### src/rtl/fwd_hazard_unit_pkg.sv
// Shared constants for the forwarding/hazard unit: operand source encodings,
// load-use FSM state codes and default widths.
package fwd_hazard_unit_pkg;

    localparam int DEF_DATA_W   = 16;
    localparam int DEF_REG_AW   = 3;
    localparam int DEF_LOAD_LAT = 1;
    localparam int CNT_W        = 3;

    localparam logic [1:0] SEL_RF   = 2'd0;
    localparam logic [1:0] SEL_WB   = 2'd1;
    localparam logic [1:0] SEL_MEM  = 2'd2;
    localparam logic [1:0] SEL_HOLD = 2'd3;

    localparam logic [0:0] ST_IDLE  = 1'b0;
    localparam logic [0:0] ST_STALL = 1'b1;

endpackage

### src/rtl/fwd_hazard_unit_if.sv
// Pipeline-side bundle for the forwarding/hazard unit; master = pipeline,
// slave = the unit itself.
interface fwd_hazard_unit_if #(
    parameter int DATA_W = 16,
    parameter int REG_AW = 3
);
    logic              pipe_stall;
    logic              flush;
    logic [REG_AW-1:0] f_rs;
    logic [REG_AW-1:0] f_rt;
    logic              f_rs_used;
    logic              f_rt_used;
    logic [REG_AW-1:0] d_rs;
    logic [REG_AW-1:0] d_rt;
    logic              d_rs_used;
    logic              d_rt_used;
    logic [DATA_W-1:0] d_rs_data;
    logic [DATA_W-1:0] d_rt_data;
    logic              d_wr_en;
    logic              d_is_load;
    logic [REG_AW-1:0] d_wr_reg;
    logic              m_wr_en;
    logic [REG_AW-1:0] m_wr_reg;
    logic [DATA_W-1:0] m_data;
    logic              w_wr_en;
    logic [REG_AW-1:0] w_wr_reg;
    logic [DATA_W-1:0] w_data;
    logic [DATA_W-1:0] a_data;
    logic [DATA_W-1:0] b_data;
    logic [1:0]        a_sel;
    logic [1:0]        b_sel;
    logic              hz_stall;
    logic              err;

    modport master (
        output pipe_stall, flush, f_rs, f_rt, f_rs_used, f_rt_used,
               d_rs, d_rt, d_rs_used, d_rt_used, d_rs_data, d_rt_data,
               d_wr_en, d_is_load, d_wr_reg, m_wr_en, m_wr_reg, m_data,
               w_wr_en, w_wr_reg, w_data,
        input  a_data, b_data, a_sel, b_sel, hz_stall, err
    );

    modport slave (
        input  pipe_stall, flush, f_rs, f_rt, f_rs_used, f_rt_used,
               d_rs, d_rt, d_rs_used, d_rt_used, d_rs_data, d_rt_data,
               d_wr_en, d_is_load, d_wr_reg, m_wr_en, m_wr_reg, m_data,
               w_wr_en, w_wr_reg, w_data,
        output a_data, b_data, a_sel, b_sel, hz_stall, err
    );

endinterface

### src/rtl/fwd_hazard_unit_fwd_mux.sv
// Per-operand forwarding mux: MEM result beats WB result beats register file.
module fwd_mux
    import fwd_hazard_unit_pkg::*;
#(
    parameter int DATA_W   = DEF_DATA_W,
    parameter int REG_AW   = DEF_REG_AW,
    parameter int ZERO_REG = 0
) (
    input  logic [REG_AW-1:0] src,
    input  logic              used,
    input  logic [DATA_W-1:0] rfData,
    input  logic              mWrEn,
    input  logic [REG_AW-1:0] mWrReg,
    input  logic [DATA_W-1:0] mData,
    input  logic              wWrEn,
    input  logic [REG_AW-1:0] wWrReg,
    input  logic [DATA_W-1:0] wData,
    output logic [DATA_W-1:0] data,
    output logic [1:0]        sel
);

    logic isZero;
    logic mHit;
    logic wHit;

    always_comb begin
        isZero = (ZERO_REG != 0) && (src == '0);
        mHit   = used && mWrEn && (mWrReg == src) && !isZero;
        wHit   = used && wWrEn && (wWrReg == src) && !isZero;
        data   = rfData;
        sel    = SEL_RF;
        if (isZero) begin
            data = '0;
            sel  = SEL_RF;
        end else if (mHit) begin
            data = mData;
            sel  = SEL_MEM;
        end else if (wHit) begin
            data = wData;
            sel  = SEL_WB;
        end
    end

endmodule

### src/rtl/fwd_hazard_unit.sv
// Operand forwarding, memory-stall operand hold and load-use stall generation
// for the execute stage of the 5-stage pipeline.
module fwd_hazard_unit
    import fwd_hazard_unit_pkg::*;
#(
    parameter int DATA_W   = DEF_DATA_W,
    parameter int REG_AW   = DEF_REG_AW,
    parameter int LOAD_LAT = DEF_LOAD_LAT,
    parameter int ZERO_REG = 0
) (
    input logic             clk,
    input logic             rst,
    fwd_hazard_unit_if.slave bus
);

    localparam logic [CNT_W-1:0] LAT_INIT = CNT_W'(LOAD_LAT - 1);
    localparam logic             LAT_BAD  = (LOAD_LAT < 1) || (LOAD_LAT > 7);

    logic [DATA_W-1:0] aFwd;
    logic [DATA_W-1:0] bFwd;
    logic [1:0]        aSelFwd;
    logic [1:0]        bSelFwd;
    logic [DATA_W-1:0] aHold;
    logic [DATA_W-1:0] bHold;
    logic              holdValid;

    logic [0:0]        state;
    logic [0:0]        stateNxt;
    logic [CNT_W-1:0]  cnt;
    logic [CNT_W-1:0]  cntNxt;
    logic              zeroDst;
    logic              rsHit;
    logic              rtHit;
    logic              loadHit;
    logic              detect;
    logic              retrig;
    logic              rstQ;

    fwd_mux #(.DATA_W(DATA_W), .REG_AW(REG_AW), .ZERO_REG(ZERO_REG)) uMuxA (
        .src(bus.d_rs), .used(bus.d_rs_used), .rfData(bus.d_rs_data),
        .mWrEn(bus.m_wr_en), .mWrReg(bus.m_wr_reg), .mData(bus.m_data),
        .wWrEn(bus.w_wr_en), .wWrReg(bus.w_wr_reg), .wData(bus.w_data),
        .data(aFwd), .sel(aSelFwd)
    );

    fwd_mux #(.DATA_W(DATA_W), .REG_AW(REG_AW), .ZERO_REG(ZERO_REG)) uMuxB (
        .src(bus.d_rt), .used(bus.d_rt_used), .rfData(bus.d_rt_data),
        .mWrEn(bus.m_wr_en), .mWrReg(bus.m_wr_reg), .mData(bus.m_data),
        .wWrEn(bus.w_wr_en), .wWrReg(bus.w_wr_reg), .wData(bus.w_data),
        .data(bFwd), .sel(bSelFwd)
    );

    // First stalled cycle passes live operands through and captures them;
    // later stalled cycles replay the capture.
    always_ff @(posedge clk) begin
        if (rst) begin
            holdValid <= 1'b0;
            aHold     <= '0;
            bHold     <= '0;
        end else begin
            holdValid <= bus.pipe_stall;
            if (bus.pipe_stall && !holdValid) begin
                aHold <= aFwd;
                bHold <= bFwd;
            end
        end
    end

    always_comb begin
        if (bus.pipe_stall && holdValid) begin
            bus.a_data = aHold;
            bus.b_data = bHold;
            bus.a_sel  = SEL_HOLD;
            bus.b_sel  = SEL_HOLD;
        end else begin
            bus.a_data = aFwd;
            bus.b_data = bFwd;
            bus.a_sel  = aSelFwd;
            bus.b_sel  = bSelFwd;
        end
    end

    always_comb begin
        zeroDst = (ZERO_REG != 0) && (bus.d_wr_reg == '0);
        rsHit   = bus.f_rs_used && (bus.f_rs == bus.d_wr_reg);
        rtHit   = bus.f_rt_used && (bus.f_rt == bus.d_wr_reg);
        loadHit = bus.d_is_load && bus.d_wr_en && !bus.flush && !zeroDst;
        detect  = loadHit && (rsHit || rtHit);
        retrig  = loadHit && rsHit && rtHit && (state == ST_STALL) && (cnt != '0);
        bus.hz_stall = (state == ST_STALL) || detect;
    end

    // The detect cycle is the first stall cycle, so STALL holds the number of
    // stall cycles still owed (LOAD_LAT-1) and is skipped when that is zero.
    always_comb begin
        stateNxt = state;
        cntNxt   = cnt;
        if (bus.flush) begin
            stateNxt = ST_IDLE;
            cntNxt   = '0;
        end else if (!bus.pipe_stall) begin
            if (state == ST_IDLE) begin
                if (detect && (LAT_INIT != '0)) begin
                    stateNxt = ST_STALL;
                    cntNxt   = LAT_INIT;
                end
            end else if (cnt <= CNT_W'(1)) begin
                stateNxt = ST_IDLE;
                cntNxt   = '0;
            end else begin
                cntNxt = cnt - CNT_W'(1);
            end
        end
    end

    always_ff @(posedge clk) begin
        rstQ <= rst;
        if (rst) begin
            state   <= ST_IDLE;
            cnt     <= '0;
            bus.err <= 1'b0;
        end else begin
            state <= stateNxt;
            cnt   <= cntNxt;
            if ((bus.d_is_load && !bus.d_wr_en) || (rstQ && LAT_BAD) || retrig) begin
                bus.err <= 1'b1;
            end
        end
    end

endmodule

### src/flat_wrapper.sv
// flat-port wrapper written by rule: the top's interface ports become plain ports
module fwd_hazard_unit_flat import fwd_hazard_unit_pkg::*;
#(
    parameter int DATA_W   = DEF_DATA_W,
    parameter int REG_AW   = DEF_REG_AW,
    parameter int LOAD_LAT = DEF_LOAD_LAT,
    parameter int ZERO_REG = 0
)
  (clk, rst, bus_pipe_stall, bus_flush, bus_f_rs, bus_f_rt, bus_f_rs_used, bus_f_rt_used, bus_d_rs, bus_d_rt, bus_d_rs_used, bus_d_rt_used, bus_d_rs_data, bus_d_rt_data, bus_d_wr_en, bus_d_is_load, bus_d_wr_reg, bus_m_wr_en, bus_m_wr_reg, bus_m_data, bus_w_wr_en, bus_w_wr_reg, bus_w_data, bus_a_data, bus_b_data, bus_a_sel, bus_b_sel, bus_hz_stall, bus_err);
  fwd_hazard_unit_if #(.DATA_W(DATA_W), .REG_AW(REG_AW)) bus_i ();
  input logic clk;
  input logic rst;
  input wire logic [$bits(bus_i.pipe_stall)-1:0] bus_pipe_stall;
  input wire logic [$bits(bus_i.flush)-1:0] bus_flush;
  input wire logic [$bits(bus_i.f_rs)-1:0] bus_f_rs;
  input wire logic [$bits(bus_i.f_rt)-1:0] bus_f_rt;
  input wire logic [$bits(bus_i.f_rs_used)-1:0] bus_f_rs_used;
  input wire logic [$bits(bus_i.f_rt_used)-1:0] bus_f_rt_used;
  input wire logic [$bits(bus_i.d_rs)-1:0] bus_d_rs;
  input wire logic [$bits(bus_i.d_rt)-1:0] bus_d_rt;
  input wire logic [$bits(bus_i.d_rs_used)-1:0] bus_d_rs_used;
  input wire logic [$bits(bus_i.d_rt_used)-1:0] bus_d_rt_used;
  input wire logic [$bits(bus_i.d_rs_data)-1:0] bus_d_rs_data;
  input wire logic [$bits(bus_i.d_rt_data)-1:0] bus_d_rt_data;
  input wire logic [$bits(bus_i.d_wr_en)-1:0] bus_d_wr_en;
  input wire logic [$bits(bus_i.d_is_load)-1:0] bus_d_is_load;
  input wire logic [$bits(bus_i.d_wr_reg)-1:0] bus_d_wr_reg;
  input wire logic [$bits(bus_i.m_wr_en)-1:0] bus_m_wr_en;
  input wire logic [$bits(bus_i.m_wr_reg)-1:0] bus_m_wr_reg;
  input wire logic [$bits(bus_i.m_data)-1:0] bus_m_data;
  input wire logic [$bits(bus_i.w_wr_en)-1:0] bus_w_wr_en;
  input wire logic [$bits(bus_i.w_wr_reg)-1:0] bus_w_wr_reg;
  input wire logic [$bits(bus_i.w_data)-1:0] bus_w_data;
  output wire logic [$bits(bus_i.a_data)-1:0] bus_a_data;
  output wire logic [$bits(bus_i.b_data)-1:0] bus_b_data;
  output wire logic [$bits(bus_i.a_sel)-1:0] bus_a_sel;
  output wire logic [$bits(bus_i.b_sel)-1:0] bus_b_sel;
  output wire logic [$bits(bus_i.hz_stall)-1:0] bus_hz_stall;
  output wire logic [$bits(bus_i.err)-1:0] bus_err;
  assign bus_i.pipe_stall = bus_pipe_stall;
  assign bus_i.flush = bus_flush;
  assign bus_i.f_rs = bus_f_rs;
  assign bus_i.f_rt = bus_f_rt;
  assign bus_i.f_rs_used = bus_f_rs_used;
  assign bus_i.f_rt_used = bus_f_rt_used;
  assign bus_i.d_rs = bus_d_rs;
  assign bus_i.d_rt = bus_d_rt;
  assign bus_i.d_rs_used = bus_d_rs_used;
  assign bus_i.d_rt_used = bus_d_rt_used;
  assign bus_i.d_rs_data = bus_d_rs_data;
  assign bus_i.d_rt_data = bus_d_rt_data;
  assign bus_i.d_wr_en = bus_d_wr_en;
  assign bus_i.d_is_load = bus_d_is_load;
  assign bus_i.d_wr_reg = bus_d_wr_reg;
  assign bus_i.m_wr_en = bus_m_wr_en;
  assign bus_i.m_wr_reg = bus_m_wr_reg;
  assign bus_i.m_data = bus_m_data;
  assign bus_i.w_wr_en = bus_w_wr_en;
  assign bus_i.w_wr_reg = bus_w_wr_reg;
  assign bus_i.w_data = bus_w_data;
  assign bus_a_data = bus_i.a_data;
  assign bus_b_data = bus_i.b_data;
  assign bus_a_sel = bus_i.a_sel;
  assign bus_b_sel = bus_i.b_sel;
  assign bus_hz_stall = bus_i.hz_stall;
  assign bus_err = bus_i.err;
  fwd_hazard_unit #(.DATA_W(DATA_W), .REG_AW(REG_AW), .LOAD_LAT(LOAD_LAT), .ZERO_REG(ZERO_REG)) u_core (.clk(clk), .rst(rst), .bus(bus_i));
endmodule
### config.mk
export PLATFORM = sky130hd
export DESIGN_NAME = fwd_hazard_unit_flat
export DESIGN_NICKNAME = d
export VERILOG_FILES = /design/src/rtl/fwd_hazard_unit_pkg.sv /design/src/rtl/fwd_hazard_unit_if.sv /design/src/rtl/fwd_hazard_unit_fwd_mux.sv /design/src/rtl/fwd_hazard_unit.sv /design/src/flat_wrapper.sv
export SDC_FILE = /design/constraint.sdc
export NUM_CORES = 1
export LEC_CHECK = 0
export ABC_AREA = 1
export CAP_MARGIN = 20
export CORE_AREA = 2 2 94 132
export DETAILED_ROUTE_END_ITERATION = 8
export DIE_AREA = 0 0 96 134
export GPL_TIMING_DRIVEN = 0
export MAX_ROUTING_LAYER = met4
export PLACE_DENSITY_LB_ADDON = 0.05
export SETUP_SLACK_MARGIN = 0.1
export SYNTH_ARGS = -nofsm -noshare
export SYNTH_HDL_FRONTEND = slang
export SYNTH_HIERARCHICAL = 1
export SYNTH_SLANG_ARGS = --single-unit
### constraint.sdc
create_clock -name clk -period 1.35 [get_ports clk]
set_input_delay 0.135 -clock clk [delete_from_list [all_inputs] [get_ports clk]]
set_output_delay 0.135 -clock clk [all_outputs]
set_load 0.01 [all_outputs]
======== Yosys cells after proc, flatten, opt, wreduce, memory -nomap -nowiden ========
Index checks and enable logic that the tools add are counted.
W data, S select, Z words.
storage, ports and cells
  register bits after elaboration ......... 38
  output and inout bits ................... 38
  input port bits ......................... 97
  logic and storage cells ................. 59
cells by class
  bitwise logic cells ..................... 1
  eq/ne operators ......................... 6
  add/subtract/negate cells ............... 1
  reduce and logical (&&, ||, !) cells .... 29
  mux-type cells .......................... 15
  order comparisons ....................... 1
operators with widths
  kind                   count
  $mux W16               6
  $logic_and A1 B1 Y1    20
  $eq A3 B3 Y1           6
  $mux W2                4
  $mux W1                4
  $le A3 B1 Y1 const B   1
  $logic_not A1 Y1       3
  $logic_or A1 B1 Y1     3
  $mux W3                1
  $reduce_bool A3 Y1     1
  $sub A3 B1 Y3 const B  1
  $reduce_and A2 Y1      1
  $reduce_or A2 Y1       1
  $not A1 Y1             1

======== Longest topological paths before layout ========
Gate-level depths: netlist of the first run.
  depth in word-level cells ............... 7
  gate-level depth with buffers ........... 11
  depth with buffers taken out ............ 10

======== Hierarchy ========
Netlist of the first run, hierarchy kept.
by module, submodules not included
  module           area an instance (um^2)  seq. area each (um^2)  times used  cells each
  fwd_hazard_unit  2,065.7                  760.7                  1           260
  fwd_mux          675.6                    0.0                    2           149

======== Least setup slack after synthesis of the first run ========
Ideal clock, no wire load.
  kind .................................... input to output
  start ................................... input bus_w_wr_reg[2]
  end ..................................... output bus_a_data[10]
  stages .................................. 9
  data required time ...................... 1.215 ns
  buffers on the path ..................... 1
  setup slack ............................. 0.117 ns
  arrival time ............................ 1.098 ns
  cell sequence ........................... inv_1 nand2_1 nand2_1 nor2_4 buf_4 nand3_1 nand3_1 nand2_1 mux2_4
between the ends
  word-level cells in the longest chain between the ends .. 5
ends and longest elaborated chain
  what                 line                           RTL
  from (decl)          flat_wrapper.sv:32             input wire logic [$bits(bus_i.w_wr_reg)-1:0] bus_w_wr_reg;
  $eq A3 B3 Y1         fwd_hazard_unit_fwd_mux.sv:29  wHit = used && wWrEn && (wWrReg == src) && !isZero;
  $logic_and A1 B1 Y1  fwd_hazard_unit_fwd_mux.sv:29
  $mux W16             fwd_hazard_unit_fwd_mux.sv:38  end else if (wHit) begin
  $mux W16             fwd_hazard_unit_fwd_mux.sv:35  end else if (mHit) begin
  net u_core.aFwd[10]  fwd_hazard_unit.sv:19          logic [DATA_W-1:0] aFwd;
  $mux W16             fwd_hazard_unit.sv:70          if (bus.pipe_stall && holdValid) begin
  to (decl)            flat_wrapper.sv:34             output wire logic [$bits(bus_i.a_data)-1:0] bus_a_data;
The timed path passes the listed nets, and every way through them passes these cells.

======== Worst setup path in the final report of the first run ========
  start ................................... input bus_w_wr_reg[2]
  end ..................................... output bus_b_data[13]
between the ends
  word-level cells in the longest chain between the ends .. 5
ends and longest elaborated chain
  what                 line                           RTL
  $eq A3 B3 Y1         fwd_hazard_unit_fwd_mux.sv:29
  $logic_and A1 B1 Y1  fwd_hazard_unit_fwd_mux.sv:29
  $mux W16             fwd_hazard_unit_fwd_mux.sv:38
  $mux W16             fwd_hazard_unit_fwd_mux.sv:35
  net u_core.bFwd[13]  fwd_hazard_unit.sv:20          logic [DATA_W-1:0] bFwd;
  $mux W16             fwd_hazard_unit.sv:70
  to (decl)            flat_wrapper.sv:35             output wire logic [$bits(bus_i.b_data)-1:0] bus_b_data;
The timed path passes the listed nets, and every way through them passes these cells.

==> key figures, run 1 <==
Run status
  • Outcome: finished with violations
  • Failing checks: setup timing

Setup path
  • Crit-path max FO: 5
  • CP required: 1.22 ns
  • Critical Path, Cell by Cell: buf_12 -> clkinv_4 -> nand2_4 -> nand2_4 -> nor2_4 -> buf_12 -> buf_8 -> nand3_2 -> nand3_2 -> nand2_2 -> mux2_4 -> buf_6
  • Crit path kind: primary input to output pin
  • CP max stage delay: 0.27 ns
  • Setup crit end kind: output pin
  • Slowest-stage cell, CP: mux2_4
  • Setup crit start: bus_w_wr_reg[2]
  • CP Buf/Inv Count: 5
  • Worst Setup Start Kind: primary input
  • FF-to-FF Start: u_core/holdValid
  • Worst EP arrival: 1.42 ns
  • Top delay family on crit path: buffers and inverters

Routing
  • Drt first-iter violations: 142
  • Drt pass-1 iters: 4
  • Per-cell routed wire length: 14.75 um
  • Vias after detailed routing: 4193
  • Final wirelength: 13320 um
  • Via/cell ratio: 4.643
  • Drt drc: 0
  • Antenna-violating nets left: 0

Finish
  • Area grow syn2layout: 94.80%
  • ANT cells: 0
  • Commonest non-fill, non-tap cell in the layout: inv_1
  • Layout cells sized above 1: 47.49%
  • Final #Nets: 855
  • Layout Cells excl Fill: 903
  • Final core occ: 56.88%
  • Fillcell total: 1103
  • Most frequent cells in the layout: inv_1, buf_6, nor2_1

Timing
  • Clock Skew: 0.004501 ns
  • Worst slew pin tran: 0.2828 ns
  • RSZ-0062 raised after global routing: yes
  • Crit share post-route: 115.1%
  • Slew Limit Fails: 0
  • Fin crit period: 1.553 ns
  • Slew HR: 81.15%
  • Achievable Freq: 643.8 MHz
  • Final setup vio count: 33
  • Post-route setup slack: -0.2032 ns
  • Final Hold Viols: 0

Placed design
  • Buffers on Ports: 134
  • Placed cell count: 839
  • Routability cong.: 0.8499
  • Post-DP HPWL: 9317 um
  • Pre-CTS WS: -1.191 ns

Floorplanning
  • Die ar.: 0.01286 sq mm
  • Core area: 0.01170 sq mm
  • Die Wd: 96 um
  • Site Rows: 47
  • Die height: 134 um
  • Initial Util: 29.20%
  • IO Count: 135

Clock tree
  • # clock sinks: 38
  • CTS tree: yes
  • Worst-path clk slew: 0.06 ns
  • H-tree Lvls: 2
  • Hold Buf Count CTS: 0
  • Cts bufs inserted: 5
  • Worst-Skew Late Latency: 0.29 ns
  • Clock tree buffer depth: 2
  • CTS root buffer: clkbuf_16

Power
  • Sw Share: 29.87%
  • Power Density: 708.3 mW/mm^2
  • Clock power frac: 33.4%
  • Maximum VDD drop: 0.4601 mV
  • Leakage: 0.003405 uW
  • Int Pwr: 3306 uW
  • Flop pwr share: 26.3%
  • Switch Pwr: 1408 uW
  • Combinational power share: 40.4%

Logic synthesis
  • Mean Syn Cell Area: 6.124 sq um
  • Dominant cell type by area after synthesis: dfxtp_1
  • Sequential share of the synthesized area: 22.26%
  • Netlist Area Pre-Place: 0.003417 sq mm
  • Yosys top cell area share: 22.26%
  • Mapped Cells: 558
  • Post-synthesis register bit count: 38
  • Synth warnings: 6
  • Cell variety after synth: 23
  • Top post-synthesis cells by area: dfxtp_1, nand2_1, mux2_4
  • Syn_nets: 658

Global route
  • Vias in the first global route: 4213
  • Initial antenna violation count: 0
  • Pin count of the biggest net entering global routing: 14
  • Grt total ovfl: 0
  • GRT Total Usage: 20.76%
  • Global-route wire length before repair: 20010 um

Worst hold path
  • Worst Min Path Start: bus_pipe_stall
  • Min-Delay Path Class: primary input to register

Run
  • Max-Cap Viols: 0
power by group through the flow:
stage               combinational [uW]  sequential, uW  clock (uW)
detailed placement                1390            1260           0
floorplan                          686            1250           0
global route                      2040            1250        1640
finish                            1900            1240        1570
CTS                               1700            1240        1600
global placement                  1380            1260           0
path summary, 6_finish.rpt:
path | endpoint | slack [ns] | cells past startpoint
setup / recovery | bus_b_data[13] | -0.20 | 12
hold / removal | u_core/holdValid | 0.37 | 3
setup reg to reg | u_core/aHold[12] | 0.19 | 6
hold reg to reg | u_core/aHold[14] | 0.46 | 2
layout make-up:
class	count	area, sq um	area share [%]
inverters	105	426.7	6.410
multi-input cells	391	2818	42.33
plain buffers	23	252.7	3.797
clock inverters	3	68.82	1.034
repair buffers	191	2016	30.28
clock buffers	5	125.1	1.880
flip-flops and latches	38	765.7	11.50
well taps	147	183.9	2.763
registers in the layout, indices dropped and copies added (netlist names):
name              flops
u_core/aHold         16
u_core/bHold         16
u_core/bus.err        1
u_core/cnt            3
u_core/holdValid      1
u_core/state          1
worst min-delay path: stages:
cell	delay, ns
dlygate4sd2_1	0.32
inv_2	0.12
nor2_1	0.04
metal layers:
layer / global-route usage [%] / routed length, um / vias to the layer above
li1: - / - / 2109
met1: 22.72 / 5150 / 1932
met2: 37.89 / 7218 / 128
met3: 2.978 / 639 / 24
met4: 6.111 / 312 / 0
met5: - / 0 / -
kinds of logic after synthesis:
logic type / synth area share [%]
adder cells (fa/ha/maj): 1.099
AND/OR/NAND/NOR: 38.67
buffers and inverters: 17.50
AO/OA/AOI/OAI: 7.104
XOR/XNOR: 0.5127
flip-flops: 22.26
multiplexers: 12.85
metrics by stage:
stage | power (uW) | area (sq um) | setup TNS (ns) | hold WS (ns)
final | 4715 | 6656 | -5.283 | 0.3702
after floorplan | 1941 | 3417 | 0 | 0.2041
after global placement | 2635 | 4942 | -50.61 | 0.4359
after CTS | 4543 | 6068 | -6.523 | 0.3675
after global routing | 4931 | 6656 | -6.987 | 0.3813
after detailed placement | 2648 | 4942 | -52.55 | 0.4381
synth_stat cells:
master and instances:
nand3_1 69, nand2_2 4, nor2_8 2, inv_4 2, ha_1 3, nor2_2 1
o21ai_0 39, xor2_1 2, buf_2 3, nor2_1 85, inv_2 8, inv_1 95
nor2_4 2, buf_4 8, nand2_4 3, mux2_2 7, buf_6 10, dfxtp_1 38
clkbuf_1 3, nand2_1 141, mux2_4 24, a211oi_1 1, a21oi_1 8
what timing repair did:
item,CTS,global route
pin swaps,85,76
endpoints found under the setup margin,70,69
buffers inserted,39,14
gates cloned,10,0
gates resized for setup,431,143
Power figures use the tool's default switching activity.
==> run 2, diff against run 1 <==
Settings changed: ABC_AREA 1 to not set, CORE_AREA 2 2 94 132 to 2 2 96 136, DIE_AREA 0 0 96 134 to 0 0 98 138, TNS_END_PERCENT set to 20.
==> run 2 against run 1 <==
Net effect: non-clock buffer count is 23 lower; power is 11% lower; synthesized cell count is 37% lower; critical path type unchanged; worst setup slack worse by 0.44 ns; core utilization is 12 points lower; die area is 5.1% higher; flip-flop and latch count stayed put; highest routed layer unchanged; synthesized area is 12% lower; sequential power hardly changed; clock skew is 0.0032 ns higher; global-route usage is 3.8 points lower; combinational power is 25% lower; the flow still finishes with violations (setup timing).
==> key figures, run 2 <==
Run status
  • Outcome: finished with violations
  • Failing checks: setup timing

Finish
  • Final core occ: 44.59%
  • Largest registers: u_core/aHold: 16 flops, u_core/bHold: 16 flops, u_core/cnt: 3 flops
  • ANT cells: 0
  • Most frequent cells in the layout: nand2_1, clkdlybuf4s50_1, dfxtp_1
  • Final Cell Area: 0.005549 sq mm
  • Multi-input logic area: 0.002486 sq mm
  • Final #Nets: 626
  • Fillcell total: 1257
  • Commonest non-fill, non-tap cell in the layout: nand2_1
  • Area grow syn2layout: 83.80%
  • Register area: 762.0 sq um
  • Layout cells sized above 1: 43.07%

Timing
  • Fin crit period: 1.996 ns
  • Final setup vio count: 59
  • Post-route setup slack: -0.6462 ns
  • Worst slew pin tran: 0.5428 ns
  • Final Hold Viols: 0
  • Worst hold slack: 0.2876 ns
  • Slew HR: 63.81%
  • RSZ-0062 raised after global routing: yes
  • Achievable Freq: 501.0 MHz
  • Clock Skew: 0.007677 ns
  • Slew Limit Fails: 0
  • Crit share post-route: 147.9%

Logic synthesis
  • Mean Syn Cell Area: 8.529 sq um
  • Post-synth top cells: nand2_1, dfxtp_1, a21oi_1
  • Top post-synthesis cells by area: dfxtp_1, mux2_4, nand2_1
  • Synth async-reset ratio: 0%
  • Netlist Area Pre-Place: 0.003019 sq mm
  • Synth warnings: 6
  • Post-synthesis register bit count: 38
  • Top-count cell post-synth: nand2_1
  • Yosys top cell area share: 25.20%
  • Main flop type after synthesis: dfxtp_1
  • Sequential share of the synthesized area: 25.20%
  • Dominant cell type by area after synthesis: dfxtp_1
  • Mapped Cells: 354
  • Post-synth EDFFs: 0
  • Cell variety after synth: 36
  • Syn_nets: 454

Floorplanning
  • IO Count: 135
  • Site Rows: 49
  • Die height: 138 um
  • Die ar.: 0.01352 sq mm
  • Initial Util: 24.26%
  • Die Wd: 98 um
  • Core area: 0.01245 sq mm

Clock tree
  • Clock tree buffer depth: 2
  • CTS tree: yes
  • # clock sinks: 38
  • Cts bufs inserted: 5
  • Worst-path clk slew: 0.06 ns
  • H-tree Lvls: 2
  • Worst-Skew Late Latency: 0.29 ns
  • CTS root buffer: clkbuf_16

Global route
  • Global-route wire length before repair: 17160 um
  • Grt total ovfl: 0
  • GRT Total Usage: 16.91%
  • Pin count of the biggest net entering global routing: 14
  • Initial antenna violation count: 0
  • Vias in the first global route: 3199

Setup path
  • Worst EP arrival: 1.86 ns
  • Top delay family on crit path: buffers and inverters
  • Critical Path, Cell by Cell: buf_8 -> xor2_2 -> nor4_4 -> buf_6 -> buf_12 -> buf_12 -> mux2i_4 -> o21ai_4 -> mux2_4 -> buf_6
  • CP required: 1.22 ns
  • Crit path kind: primary input to output pin
  • Crit-path max FO: 5
  • Worst Setup Start Kind: primary input
  • CP Buf/Inv Count: 5
  • Setup crit end kind: output pin
  • CP max stage delay: 0.29 ns
  • Slowest-stage cell, CP: nor4_4

Placed design
  • Routability cong.: 0.7153
  • Area after DPL: 0.004546 sq mm
  • Buffers on Ports: 133
  • Post-DP HPWL: 8635 um
  • Pre-CTS WS: -1.443 ns

Power
  • Total power: 4201 uW
  • Maximum VDD drop: 0.4677 mV
  • Leakage: 0.002194 uW
  • Power Density: 757.0 mW/mm^2

Routing
  • Antenna-violating nets left: 0
  • Per-cell routed wire length: 16.58 um
  • Drt pass-1 iters: 4
  • Via/cell ratio: 4.478
  • Drt drc: 0
  • Vias after detailed routing: 3045
  • Drt first-iter violations: 52
  • Final wirelength: 11280 um

Worst hold path
  • Min-Delay Path Class: primary input to register

Run
  • Max-Cap Viols: 0
-- run 2: changes by cell type in the layout (fill, tap and decap cells not counted), moves of 35 or more --
cell	change
buf_6	-43
inv_1	-83
nand2_2	-58
nand3_2	-54
nor2_1	-68
o21ai_0	-35
-- run 2: through the flow --
stage                     instances  TNS (ns)
after floorplan                 354    -4.819
after global placement          640    -72.01
after detailed placement        640    -73.05
after CTS                       675    -23.28
after global routing            680    -26.70
final                           680    -21.44
-- run 2: kinds of logic (layout without fill, tap and decap cells) --
kind of cell / after synthesis / in the layout / share of synthesized area, %
AO/OA/AOI/OAI: 71 / 71 / 14.71
XOR/XNOR: 19 / 19 / 5.512
adder cells (fa/ha/maj): 3 / 3 / 1.243
buffers and inverters: 29 / 202 / 7.750
flip-flops: 38 / 38 / 25.20
multiplexers: 64 / 64 / 25.78
AND/OR/NAND/NOR: 130 / 130 / 19.81
-- run 2: worst paths after layout --
path / from / to / slack (ns) / depth (start not counted)
worst max register to register: u_core/cnt[1] / u_core/cnt[0] / -0.02 / 6
worst max-delay path: bus_w_wr_reg[0] / bus_b_data[7] / -0.65 / 10
worst min-delay path: rst / u_core/holdValid / 0.29 / 2
worst min register to register: u_core/bHold[0] / u_core/bHold[0] / 0.45 / 2
-- run 2: what timing repair did --
action                     4_1_cts  5_1_grt
gates cloned                     2        0
hold buffers                     0        0
buffers inserted                25        5
resized for setup              290       47
pin swaps                       28       19
setup endpoints to repair       72       72
-- run 2: layout make-up --
class                           instances  share of cell area, %
Clock buffer                            5                  2.255
Timing Repair Buffer                  165                  29.20
Clock inverter                          3                  1.240
Tap cell                              153                  3.450
Multi-Input combinational cell        287                  44.80
Buffer                                 26                  5.118
Inverter                                3                 0.2029
Sequential cell                        38                  13.73
-- run 2: metal layers --
| metal | vias to the layer above | wire, um | global-route usage (%) |
|---|---|---|---|
| li1 | 1552 | - | - |
| met1 | 1424 | 4396 | 18.06 |
| met2 | 63 | 6437 | 32.44 |
| met3 | 6 | 335 | 2.224 |
| met4 | 0 | 107 | 3.947 |
| met5 | - | 0 | - |
-- run 2: where the power goes --
group          total [uW]  switching [uW]  internal [uW]
Combinational        1420             599            825
Sequential           1220            30.2           1180
Clock                1560             500           1060
==> run 3, diff against run 2 <==
Settings changed: RECOVER_POWER set to 100.
==> run 3 against run 2 <==
Net effect: core utilization is essentially flat; global-route usage is the same; flip-flop and latch count did not move; via count fell by 0.16%; worst hold slack better by 0.0011 ns; critical endpoint unchanged; critical path depth unchanged; critical path type unchanged; the flow still finishes with violations (setup timing); first-iteration DRC count is the same; highest routed layer unchanged; non-clock buffer count did not move; design area is essentially flat.
==> key figures, run 3 (synthesis gave the netlist of run 2 again) <==
Power
  • Power Density: 757.2 mW/mm^2
  • Leakage: 0.002195 uW
  • Sw Share: 26.87%
  • Switch Pwr: 1128 uW
  • Maximum VDD drop: 0.4677 mV
  • Flop pwr share: 28.9%
  • Combinational power share: 33.9%
  • Clock power frac: 37.2%
  • Int Pwr: 3071 uW
  • Total power: 4200 uW

Finish
  • Largest registers: u_core/aHold: 16 flops, u_core/bHold: 16 flops, u_core/cnt: 3 flops
  • Layout cells sized above 1: 42.88%
  • Commonest non-fill, non-tap cell in the layout: nand2_1
  • Most frequent cells in the layout: nand2_1, clkdlybuf4s50_1, dfxtp_1
  • Final #Nets: 626
  • Fillcell total: 1257
  • ANT cells: 0
  • Area grow syn2layout: 83.71%

Clock tree
  • CTS tree: yes
  • Worst-Skew Late Latency: 0.29 ns
  • Hold Buf Count CTS: 0
  • CTS root buffer: clkbuf_16
  • Clock tree buffer depth: 2
  • Worst-path clk slew: 0.06 ns
  • H-tree Lvls: 2
  • Cts bufs inserted: 5
  • # clock sinks: 38

Setup path
  • Worst Setup Start Kind: primary input
  • Top delay family on crit path: buffers and inverters
  • Setup crit end kind: output pin
  • R2R Setup Slk: -0.03 ns
  • FF-to-FF Start: u_core/cnt[1]
  • Crit-path max FO: 5
  • CP required: 1.22 ns
  • End of the worst register-to-register path: u_core/cnt[0]
  • Slowest-stage cell, CP: nor4_4
  • CP max stage delay: 0.29 ns
  • CP Buf/Inv Count: 5
  • Crit path kind: primary input to output pin
  • Reg2Reg Depth: 6
  • Worst EP arrival: 1.86 ns
  • Critical Path, Cell by Cell: buf_8 -> xor2_2 -> nor4_4 -> buf_6 -> buf_12 -> buf_12 -> mux2i_4 -> o21ai_4 -> mux2_4 -> buf_6

Floorplanning
  • Initial Util: 24.26%
  • IO Count: 135
  • Core area: 0.01245 sq mm
  • Site Rows: 49
  • Die ar.: 0.01352 sq mm
  • Die Wd: 98 um
  • Die height: 138 um

Timing
  • Crit share post-route: 147.8%
  • Final setup vio count: 59
  • Fin crit period: 1.995 ns
  • Final Hold Viols: 0
  • RSZ-0062 raised after global routing: yes
  • Slew Limit Fails: 0
  • Clock Skew: 0.007689 ns
  • Worst slew pin tran: 0.5449 ns
  • Achievable Freq: 501.2 MHz
  • Post-route setup slack: -0.6452 ns
  • Slew HR: 63.67%

Routing
  • Final wirelength: 11270 um
  • Vias after detailed routing: 3040
  • Via/cell ratio: 4.471
  • Antenna-violating nets left: 0
  • Drt drc: 0
  • Per-cell routed wire length: 16.58 um
  • Drt pass-1 iters: 4
  • Drt first-iter violations: 52

Global route
  • Global-route wire length before repair: 17160 um
  • Grt total ovfl: 0
  • Vias in the first global route: 3199
  • GRT Total Usage: 16.91%
  • Initial antenna violation count: 0
  • Pin count of the biggest net entering global routing: 14

Placed design
  • Post-DP HPWL: 8635 um
  • Routability cong.: 0.7153
  • Pre-CTS WS: -1.443 ns
  • Buffers on Ports: 133

Worst hold path
  • Hold depth: 2
  • Min-Delay Path Class: primary input to register
  • Min-Delay Endpoint: u_core/holdValid
  • Worst Min Path Start: rst

Run status
  • Failing checks: setup timing
  • Outcome: finished with violations

Run
  • Max-Cap Viols: 0
## run 3: what timing repair did
action / in CTS / in global routing
pin swaps: 28 / 19
setup buffers: 25 / 5
setup endpoints to repair: 72 / 72
cloned: 2 / 0
gates resized for setup: 290 / 47
## run 3: layout make-up
| cell class | instances | area (sq um) | area share (%) |
|---|---|---|---|
| buffer | 26 | 284.0 | 5.121 |
| timing repair buffer | 165 | 1620 | 29.21 |
| inverter | 3 | 11.26 | 0.2030 |
| clock inverter | 3 | 68.82 | 1.241 |
| sequential | 38 | 762.0 | 13.74 |
| tap | 153 | 191.4 | 3.451 |
| multi-input combinational | 287 | 2484 | 44.78 |
| clock buffer | 5 | 125.1 | 2.256 |
## run 3: power groups by stage
stage	Sequential [uW]	Combinational (uW)	Clock [uW]
finish	1220	1420	1560
global route	1220	1520	1650
CTS	1210	1370	1620
detailed placement	1240	1240	0
global placement	1240	1240	0
floorplan	1230	586	0
## run 3: worst max-delay path by stage
| stage | from | endpoint | depth (start not counted) |
|---|---|---|---|
| after detailed placement | bus_d_rt[0] | bus_b_data[8] | 8 |
| after global routing | bus_w_wr_reg[0] | bus_b_data[7] | 10 |
| after CTS | bus_w_wr_reg[0] | bus_b_data[8] | 10 |
| after global placement | bus_d_rt[0] | bus_b_data[7] | 8 |
| after floorplan | bus_d_rs[0] | bus_a_data[10] | 7 |
| final | bus_w_wr_reg[0] | bus_b_data[7] | 10 |
## run 3: layer usage
| metal | up-vias | part of all wire [%] | global-route usage, % |
|---|---|---|---|
| met2 | 59 | 57 | 32.44 |
| met4 | 0 | 0.95 | 3.947 |
| met1 | 1423 | 39 | 18.06 |
| li1 | 1552 | - | - |
| met5 | - | 0 | - |
| met3 | 6 | 2.9 | 2.224 |
## run 3: metrics by stage
stage	setup TNS (ns)	instance area (sq um)	hold WS, ns	instances	utilization, %
floorplan	-4.819	3023	0.2135	354	-
global route	-26.78	5547	0.3336	680	44.57
CTS	-23.28	5331	0.2701	675	42.84
finish	-21.46	5547	0.2887	680	44.57
global placement	-72.01	4546	0.4392	640	36.52
detailed placement	-73.05	4546	0.4461	640	36.52
## run 3: worst register-to-register path: stages, from the launching register on
cell      delay, ns
dfxtp_2        0.35
inv_2          0.06
ha_1           0.18
o21ba_4        0.23
nor2_2         0.04
or3_4          0.36
a21boi_2       0.11
